<file path="src/rtl/mips_pkg.sv">
// Shared definitions for the 5-stage MIPS core: reset PC, bubble word,
// stage numbering and the word carried between pipeline stages.
package mips_pkg;

    // Fetch starts here after reset unless a core overrides it.
    localparam logic [31:0] PC_RESET_DEFAULT = 32'h0000_3000;

    // All-zero word: a bubble, and also the encoding of sll $0,$0,0.
    localparam logic [31:0] NOP = 32'h0000_0000;

    // jal writes the address after the delay slot into $ra.
    localparam logic [31:0] LINK_OFFSET = 32'd8;

    // Stage numbering shared with the hazard controller and datapath.
    localparam int unsigned STAGE_F    = 0;
    localparam int unsigned STAGE_D    = 1;
    localparam int unsigned STAGE_E    = 2;
    localparam int unsigned STAGE_M    = 3;
    localparam int unsigned STAGE_W    = 4;
    localparam int unsigned NUM_STAGES = 5;

    // What travels down the pipe with each instruction.
    typedef struct packed {
        logic [31:0] ir;
        logic [31:0] pc8;
    } stage_word_t;

    // Link value for the instruction fetched at pc (wraps mod 2^32).
    function automatic logic [31:0] link_addr(input logic [31:0] pc);
        return pc + LINK_OFFSET;
    endfunction

    // True when the word in a stage does no architectural work.
    function automatic logic is_bubble(input logic [31:0] ir);
        return (ir == NOP);
    endfunction

endpackage

</file>
<file path="src/rtl/pipe_stage_regs_if.sv">
// Bundle of the stall/fetch inputs and per-stage outputs of the pipeline
// register chain. The master side is the fetch logic plus hazard controller;
// the slave side is pipe_stage_regs.
interface pipe_stage_regs_if #(
    parameter int CNT_W = 32
);
    logic             stall;
    logic [31:0]      npc;
    logic [31:0]      instr_f;

    logic [31:0]      pc_f;
    logic [31:0]      ir_d;
    logic [31:0]      ir_e;
    logic [31:0]      ir_m;
    logic [31:0]      ir_w;
    logic [31:0]      pc8_d;
    logic [31:0]      pc8_e;
    logic [31:0]      pc8_m;
    logic [31:0]      pc8_w;
    logic [CNT_W-1:0] retired_cnt;
    logic [CNT_W-1:0] stall_cnt;

    modport master (
        output stall, npc, instr_f,
        input  pc_f,
        input  ir_d, ir_e, ir_m, ir_w,
        input  pc8_d, pc8_e, pc8_m, pc8_w,
        input  retired_cnt, stall_cnt
    );

    modport slave (
        input  stall, npc, instr_f,
        output pc_f,
        output ir_d, ir_e, ir_m, ir_w,
        output pc8_d, pc8_e, pc8_m, pc8_w,
        output retired_cnt, stall_cnt
    );

endinterface

</file>
<file path="src/rtl/pipe_stage_regs_pipe_reg.sv">
// Generic pipeline boundary register: hold when en=0, load zero when clr=1
// (clr beats en), synchronous active-high reset to RESET_VAL.
module pipe_reg #(
    parameter int               WIDTH     = 32,
    parameter logic [WIDTH-1:0] RESET_VAL = '0
) (
    input  logic             clk,
    input  logic             reset,
    input  logic             i_en,
    input  logic             i_clr,
    input  logic [WIDTH-1:0] i_d,
    output logic [WIDTH-1:0] o_q
);

    logic [WIDTH-1:0] r_q;

    // Reset first, then bubble insertion, then normal capture or hold.
    always_ff @(posedge clk) begin
        if (reset) begin
            r_q <= RESET_VAL;
        end else if (i_clr) begin
            r_q <= '0;
        end else if (i_en) begin
            r_q <= i_d;
        end
    end

    assign o_q = r_q;

endmodule

</file>
<file path="src/rtl/pipe_stage_regs.sv">
// Pipeline register chain of the 5-stage MIPS core: fetch PC, the D/E/M/W
// instruction and PC+8 registers, plus retired-instruction and stall-cycle
// performance counters. A stall freezes F and D and pushes a bubble into E;
// M and W always advance so older instructions drain past the hazard.
module pipe_stage_regs
    import mips_pkg::*;
#(
    parameter logic [31:0] PC_RESET = PC_RESET_DEFAULT,
    parameter int          CNT_W    = 32
) (
    input  logic               clk,
    input  logic               reset,
    pipe_stage_regs_if.slave   bus
);

    localparam int          SW      = $bits(stage_word_t);
    localparam logic [CNT_W-1:0] CNT_ONE = {{(CNT_W-1){1'b0}}, 1'b1};

    logic        w_fdEn;
    logic        w_deClr;
    logic [31:0] w_pcF;
    logic [31:0] w_pc8F;

    stage_word_t w_fWord;
    stage_word_t w_dWord;
    stage_word_t w_eWord;
    stage_word_t w_mWord;
    stage_word_t w_wWord;

    logic [CNT_W-1:0] r_retiredCnt;
    logic [CNT_W-1:0] r_stallCnt;

    // F and D freeze on a stall; E takes a bubble instead of the held D word.
    assign w_fdEn  = ~bus.stall;
    assign w_deClr = bus.stall;

    // The link value is formed from the fetch PC as the instruction enters D.
    assign w_pc8F     = link_addr(w_pcF);
    assign w_fWord.ir  = bus.instr_f;
    assign w_fWord.pc8 = w_pc8F;

    // Fetch PC: only register that resets to something other than zero.
    pipe_reg #(
        .WIDTH     (32),
        .RESET_VAL (PC_RESET)
    ) u_pcF (
        .clk   (clk),
        .reset (reset),
        .i_en  (w_fdEn),
        .i_clr (1'b0),
        .i_d   (bus.npc),
        .o_q   (w_pcF)
    );

    // F/D boundary: holds the instruction the hazard controller is stalling.
    pipe_reg #(
        .WIDTH     (SW),
        .RESET_VAL ('0)
    ) u_fd (
        .clk   (clk),
        .reset (reset),
        .i_en  (w_fdEn),
        .i_clr (1'b0),
        .i_d   (w_fWord),
        .o_q   (w_dWord)
    );

    // D/E boundary: one bubble per stall cycle.
    pipe_reg #(
        .WIDTH     (SW),
        .RESET_VAL ('0)
    ) u_de (
        .clk   (clk),
        .reset (reset),
        .i_en  (1'b1),
        .i_clr (w_deClr),
        .i_d   (w_dWord),
        .o_q   (w_eWord)
    );

    // E/M boundary: always advances.
    pipe_reg #(
        .WIDTH     (SW),
        .RESET_VAL ('0)
    ) u_em (
        .clk   (clk),
        .reset (reset),
        .i_en  (1'b1),
        .i_clr (1'b0),
        .i_d   (w_eWord),
        .o_q   (w_mWord)
    );

    // M/W boundary: always advances.
    pipe_reg #(
        .WIDTH     (SW),
        .RESET_VAL ('0)
    ) u_mw (
        .clk   (clk),
        .reset (reset),
        .i_en  (1'b1),
        .i_clr (1'b0),
        .i_d   (w_mWord),
        .o_q   (w_wWord)
    );

    // Count an instruction on the edge at which it leaves W; bubbles and
    // the all-zero sll are indistinguishable and both skipped.
    always_ff @(posedge clk) begin
        if (reset) begin
            r_retiredCnt <= '0;
        end else if (!is_bubble(w_wWord.ir)) begin
            r_retiredCnt <= r_retiredCnt + CNT_ONE;
        end
    end

    // Count cycles in which the hazard controller held the front end;
    // reset wins so a stall during reset is not counted.
    always_ff @(posedge clk) begin
        if (reset) begin
            r_stallCnt <= '0;
        end else if (bus.stall) begin
            r_stallCnt <= r_stallCnt + CNT_ONE;
        end
    end

    assign bus.pc_f        = w_pcF;
    assign bus.ir_d        = w_dWord.ir;
    assign bus.ir_e        = w_eWord.ir;
    assign bus.ir_m        = w_mWord.ir;
    assign bus.ir_w        = w_wWord.ir;
    assign bus.pc8_d       = w_dWord.pc8;
    assign bus.pc8_e       = w_eWord.pc8;
    assign bus.pc8_m       = w_mWord.pc8;
    assign bus.pc8_w       = w_wWord.pc8;
    assign bus.retired_cnt = r_retiredCnt;
    assign bus.stall_cnt   = r_stallCnt;

endmodule
</file>
<file path="src/flat_wrapper.sv">
// flat-port wrapper written by rule: the top's interface ports become plain ports
module pipe_stage_regs_flat import mips_pkg::*;
#(
    parameter logic [31:0] PC_RESET = PC_RESET_DEFAULT,
    parameter int          CNT_W    = 32
)
  (clk, reset, bus_stall, bus_npc, bus_instr_f, bus_pc_f, bus_ir_d, bus_ir_e, bus_ir_m, bus_ir_w, bus_pc8_d, bus_pc8_e, bus_pc8_m, bus_pc8_w, bus_retired_cnt, bus_stall_cnt);
  pipe_stage_regs_if #(.CNT_W(CNT_W)) bus_i ();
  input  logic clk;
  input  logic reset;
  input wire logic [$bits(bus_i.stall)-1:0] bus_stall;
  input wire logic [$bits(bus_i.npc)-1:0] bus_npc;
  input wire logic [$bits(bus_i.instr_f)-1:0] bus_instr_f;
  output wire logic [$bits(bus_i.pc_f)-1:0] bus_pc_f;
  output wire logic [$bits(bus_i.ir_d)-1:0] bus_ir_d;
  output wire logic [$bits(bus_i.ir_e)-1:0] bus_ir_e;
  output wire logic [$bits(bus_i.ir_m)-1:0] bus_ir_m;
  output wire logic [$bits(bus_i.ir_w)-1:0] bus_ir_w;
  output wire logic [$bits(bus_i.pc8_d)-1:0] bus_pc8_d;
  output wire logic [$bits(bus_i.pc8_e)-1:0] bus_pc8_e;
  output wire logic [$bits(bus_i.pc8_m)-1:0] bus_pc8_m;
  output wire logic [$bits(bus_i.pc8_w)-1:0] bus_pc8_w;
  output wire logic [$bits(bus_i.retired_cnt)-1:0] bus_retired_cnt;
  output wire logic [$bits(bus_i.stall_cnt)-1:0] bus_stall_cnt;
  assign bus_i.stall = bus_stall;
  assign bus_i.npc = bus_npc;
  assign bus_i.instr_f = bus_instr_f;
  assign bus_pc_f = bus_i.pc_f;
  assign bus_ir_d = bus_i.ir_d;
  assign bus_ir_e = bus_i.ir_e;
  assign bus_ir_m = bus_i.ir_m;
  assign bus_ir_w = bus_i.ir_w;
  assign bus_pc8_d = bus_i.pc8_d;
  assign bus_pc8_e = bus_i.pc8_e;
  assign bus_pc8_m = bus_i.pc8_m;
  assign bus_pc8_w = bus_i.pc8_w;
  assign bus_retired_cnt = bus_i.retired_cnt;
  assign bus_stall_cnt = bus_i.stall_cnt;
  pipe_stage_regs #(.PC_RESET(PC_RESET), .CNT_W(CNT_W)) u_core (.clk(clk), .reset(reset), .bus(bus_i));
endmodule
</file>
<file path="config.mk">
export PLATFORM = sky130hd
export DESIGN_NAME = pipe_stage_regs_flat
export DESIGN_NICKNAME = d
export VERILOG_FILES = /design/src/rtl/mips_pkg.sv /design/src/rtl/pipe_stage_regs_if.sv /design/src/rtl/pipe_stage_regs_pipe_reg.sv /design/src/rtl/pipe_stage_regs.sv /design/src/flat_wrapper.sv
export SDC_FILE = /design/constraint.sdc
export NUM_CORES = 1
export LEC_CHECK = 0
export ABC_CLOCK_PERIOD_IN_PS = 2300
export CAP_MARGIN = 15
export CELL_PAD_IN_SITES_DETAIL_PLACEMENT = 1
export CELL_PAD_IN_SITES_GLOBAL_PLACEMENT = 2
export CORE_AREA = 2 2 215 217
export DETAILED_ROUTE_END_ITERATION = 10
export DIE_AREA = 0 0 217 219
export PLACE_DENSITY = 0.81
export SYNTH_ARGS = -nofsm -noshare
export SYNTH_HDL_FRONTEND = slang
export SYNTH_SLANG_ARGS = --single-unit
</file>
<file path="constraint.sdc">
create_clock -name clk -period 2.3 [get_ports clk]
set_input_delay 0.345 -clock clk [delete_from_list [all_inputs] [get_ports clk]]
set_output_delay 0.345 -clock clk [all_outputs]
set_load 0.02 [all_outputs]
</file>
* After elaboration in Yosys (flattened, before gate mapping)
Cells that the tools add are included.
** Word-level totals
- Word-level logic and storage cells :: 12
- Output and inout bits :: 352
- Input bits :: 67
- Bits in registers :: 352
** Cells by class
- $add $sub $neg :: 3
- Reductions and logical operators :: 2
** Operators with widths (count)
- $add A32 B1 Y32 const B :: 2
- $add A32 B4 Y32 const B :: 1
- $logic_not A32 Y1 :: 1
- $reduce_or A2 Y1 :: 1

* Longest topological paths before layout
- Depth in word-level cells :: 1
- Depth in mapped cells :: 7
- Depth with buffers taken out :: 6

* Cells and area by module
A second synthesis with hierarchy kept.
** Unflattened totals
- Cell total of the unflattened synthesis :: 1343
- Area total of the unflattened synthesis :: 14117.3 um^2
** By module, submodules not included
- pipe_reg at u_core.u_de ... :: area each 2348.5 um^2, cells an instance 207, times used 4, sequential area each 1281.2 um^2
- pipe_stage_regs :: area each 3535.9 um^2, cells an instance 411, times used 1, sequential area each 1281.2 um^2
- pipe_reg at u_core.u_pcF :: area each 1187.4 um^2, cells an instance 104, times used 1, sequential area each 640.6 um^2

* Worst setup path after synthesis
OpenSTA, ideal clock, no wires.
- Kind :: reg-to-reg
- Start point :: reg u_core.u_pcF.r_q[3] (netlist: u_core.u_pcF.o_q[3])
- End point :: reg u_core.u_fd.r_q[19] (netlist: u_core.u_fd.o_q[19])
- Stages on the path, launching flop included :: 7
- Required time :: 2214 ps
- Setup slack :: 261 ps
- Buffers on the path :: 0
- Arrival :: 1954 ps
- Setup time :: 86 ps
- Period minus slack after synthesis :: 2039 ps
- Cells stage by stage :: dfxtp_1 > ha_1 > nand3_1 > nor3_1 > nand3_1 > xor2_1 > a211oi_1
** Between the ends
- Longest elaborated chain between the ends :: 1
** Ends and longest elaborated chain
- from (decl) :: line pipe_stage_regs_pipe_reg.sv:15 : logic [WIDTH-1:0] r_q;
- from (signal assigned) :: line pipe_stage_regs_pipe_reg.sv:24 : r_q <= i_d;
- $add A32 B4 Y32 :: line mips_pkg.sv:30 : return pc + LINK_OFFSET;
- to (signal assigned) :: line pipe_stage_regs_pipe_reg.sv:24
- to (decl) :: line pipe_stage_regs_pipe_reg.sv:15
No other way between the ends.
A chain may end at the register's enable or synchronous reset.

* Worst setup path after layout
- Start point :: reg u_core.r_stallCnt[0] (netlist: u_core.bus.stall_cnt[0])
- End point :: out bus_stall_cnt[0]
** RTL lines
- from (decl) :: line pipe_stage_regs.sv:31 : logic [CNT_W-1:0] r_stallCnt;
- from (signal assigned) :: line pipe_stage_regs.sv:123 : r_stallCnt <= r_stallCnt + CNT_ONE;
- to (decl) :: line flat_wrapper.sv:24 : output wire logic [$bits(bus_i.stall_cnt)-1:0] bus_stall_cnt;
No word-level cell between the ends.

==> qor.yml <==
antenna_found_initial: 2
leakagePower_nw: 6.914
powerDensity_nw_per_um2: 783.9
relSlewSlack: 0.4674
final_common_cell: "clkdlybuf4s50_1"
fmax_mhz: 475.3
startpoint: "u_core.bus.stall_cnt[0]$_SDFFE_PP0P_"
dr_wl_met3_microns: 1640
io_buffers: 418
crit_buf_inv: 2
path_class: "reg -> out"
syn_inst: 1175
route.vias.total: 9696
reg2reg_from: "u_core.u_mw.o_q[37]$_SDFF_PP0_"
grt_overflow: 0
met1Wirelength_microns: 18230
grt_pass1_wl_microns: 61380
cp.depth: 2
peakVddDrop_mv: 0.4471
ff2ff_setup_slack_ns: 0.28
route.top_layer_used: "met4"
fin_crit_ns: 2.104
synth_enable_flop_cells: 0
synth_top_flop_cell: "dfxtp_1"
ys_top_cells_by_area: "dfxtp_1 59%, nor2b_1 6.8%, mux2i_1 5.7%, nor2_1 4.2%, xor2_1 3.6%"
clock_latency_ns: 0.56
area_delta_synth_final_pct: 52.72
wl_met2_microns: 19470
cts_htree_levels: 2
crit_path_start_kind: "register"
yosys_warnings: 0
ys_ff_latch: 352
max_stage_delay_ns: 0.63
die-area_sq_um: 47520
numCtsBuffers: 41
cts_hold_buf: 0
grt_pass1_vias: 9929
yosys.area.top_type: "dfxtp_1"
cts_resized: 0
vias_per_cell: 4.352
reg2regPathDepth: 6
path_delay_family: "buffers and inverters"
worstPathCellList: "buf_4, clkdlybuf4s50_1"
tightest_slew_ns: 0.7988
multi_input_area_sq_um: 4639
layout.cells.non_filler: 2228
hpwl_microns: 30320
firstDrtPassIters: 4
mostFrequentLayoutCells: "416 x clkdlybuf4s50_1, 352 x dfxtp_1, 133 x nor2_1, 131 x nor2b_1, 69 x mux2i_1"
path_clk_slew_ns: 0.06
end_kind: "primary output"
start_util: 0.2667
final_layout_size_suffix_gt1_frac: 0.06215
avgRoutedWirePerCell_microns: 18.40
die_h_microns: 219
drv_cap: 0
synth_nets: 1245
cp-endpoint: "bus_stall_cnt[0]"
routed_wl_microns: 41000
hold_path.class: "in -> reg"
antenna_left: 0
holdWs_ns: 0.2022
fp.dieW_microns: 217
cts.sinks: 352
r2r-end: "u_core.bus.retired_cnt[31]$_SDFFE_PP0P_"
synth_area_sq_um: 12020
drc_errors: 0
synth.avg_cell_area_sq_um: 10.23
hold_violations: 0
arrival_ns: 1.76
register_area_sq_um: 7047
period_share: 0.9147
cts_tree: "built"
core_area_sq_um: 45090
setup-violations-final: 0
finalPower_mw: 14.39
fin_skew_ns: 0.02321
yosysSeqAreaShare: 0.5861
crit_fanout: 5
nFillCells: 4993
ctsRootBufferMaster: "clkbuf_16"
fin_tns_setup_ns: 0
rows: 78
gp_congestion: 0.8644
drt_iter0_markers: 345
final_util: 0.4072
gr-usage-all-layers: 0.1671
yosysTopAreaCellShare: 0.5861
io_pins: 419
synthArstFlopShare: 0
outcome: "complete, no violations"
dp_cells: 2149
rsz0062_at_grt: "false"
cts_setup_buffers: 0
slowest_stage: "clkdlybuf4s50_1"
synth_cell_types: 42
cts_buffer_depth: 3
layout.nets: 1662
grt_start_max_net_pins: 120
required_ns: 1.96
finalMaxSlewViolations: 0
metal layers:
layer | vias up | track usage
met1 | 4630 | 0.2121
met3 | 83 | 0.02966
met5 | - | 0
li1 | 4759 | -
met4 | 0 | 0.08196
met2 | 224 | 0.2738
final cells by class:
cell class | count | area share
Antenna cell | 3 | 0.0004089
Inverter | 21 | 0.004293
Multi-Input combinational cell | 735 | 0.2527
Timing Repair Buffer | 441 | 0.2397
Clock inverter | 18 | 0.01281
Sequential cell | 352 | 0.3838
Clock buffer | 58 | 0.06549
Tap cell | 600 | 0.04089
worst min path at each step:
stage | to | slack (ns) | cells after the start | from
4_1_cts | u_core.u_pcF.o_q[5]$_SDFFE_PP0N_ | 0.19 | 2 | reset
3_5_place_dp | u_core.u_mw.o_q[29]$_SDFF_PP0_ | 0.45 | 1 | u_core.u_em.o_q[29]$_SDFF_PP0_
5_1_grt | u_core.u_pcF.o_q[5]$_SDFFE_PP0N_ | 0.22 | 2 | reset
3_3_place_gp | u_core.u_em.o_q[52]$_SDFF_PP0_ | 0.44 | 1 | u_core.u_de.o_q[52]$_SDFF_PP0_
2_1_floorplan | u_core.u_fd.o_q[0]$_SDFFE_PP0N_ | 0.48 | 2 | u_core.u_pcF.o_q[0]$_SDFFE_PP0N_
6_report | u_core.u_pcF.o_q[5]$_SDFFE_PP0N_ | 0.20 | 2 | reset
registers in the layout, summed over array words and instances, names as in the netlist:
name,cells
u_core.u_de.o_q,64
u_core.u_em.o_q,64
u_core.u_mw.o_q,64
u_core.bus.stall_cnt,32
u_core.bus.retired_cnt,32
u_core.u_pcF.o_q,32
u_core.u_fd.o_q,64
synthesized netlist by cell type, types with 2 or more instances:
| cell | number |
|---|---|
| a211o_1 | 2 |
| a211oi_1 | 3 |
| a21o_1 | 12 |
| a21oi_1 | 36 |
| and2_1 | 53 |
| and3_1 | 16 |
| and4_1 | 9 |
| buf_1 | 6 |
| buf_4 | 3 |
| clkbuf_1 | 56 |
| dfxtp_1 | 352 |
| ha_1 | 3 |
| inv_1 | 20 |
| mux2i_1 | 69 |
| nand2_1 | 34 |
| nand3_1 | 28 |
| nand3_2 | 2 |
| nand4_1 | 25 |
| nor2_1 | 134 |
| nor2b_1 | 131 |
| nor3_1 | 25 |
| nor4_1 | 22 |
| o2111ai_1 | 7 |
| o211ai_1 | 8 |
| o21a_1 | 2 |
| o21ai_0 | 14 |
| o21ai_1 | 2 |
| o31ai_1 | 3 |
| or3_1 | 11 |
| or4_1 | 3 |
| xnor2_1 | 25 |
| xor2_1 | 49 |
power breakdown:
part | switching (mW) | internal [mW] | leakage [nW]
Clock | 2.66 | 4.22 | 0.705
Sequential | 0.143 | 6.25 | 2.86
Combinational | 0.587 | 0.523 | 3.35
Total | 3.40 | 11.0 | 6.91
logic make-up after synthesis:
kind of cell / after synthesis / synth area share
adder cells (fa/ha/maj): 3 / 0.003122
multiplexers: 69 / 0.05745
XOR/XNOR: 74 / 0.05391
flip-flops: 352 / 0.5861
AND/OR/NAND/NOR: 498 / 0.2235
AO/OA/AOI/OAI: 91 / 0.04725
buffers and inverters: 88 / 0.02862
through the flow:
stage	area [sq um]	setup WS (ns)
2_1_floorplan	12020	0.2606
3_3_place_gp	16920	0.3645
3_5_place_dp	16920	0.2939
4_1_cts	18350	0.1337
5_1_grt	18360	0.1112
6_report	18360	0.1962
No activity file was read; power rests on OpenSTA's default activity.
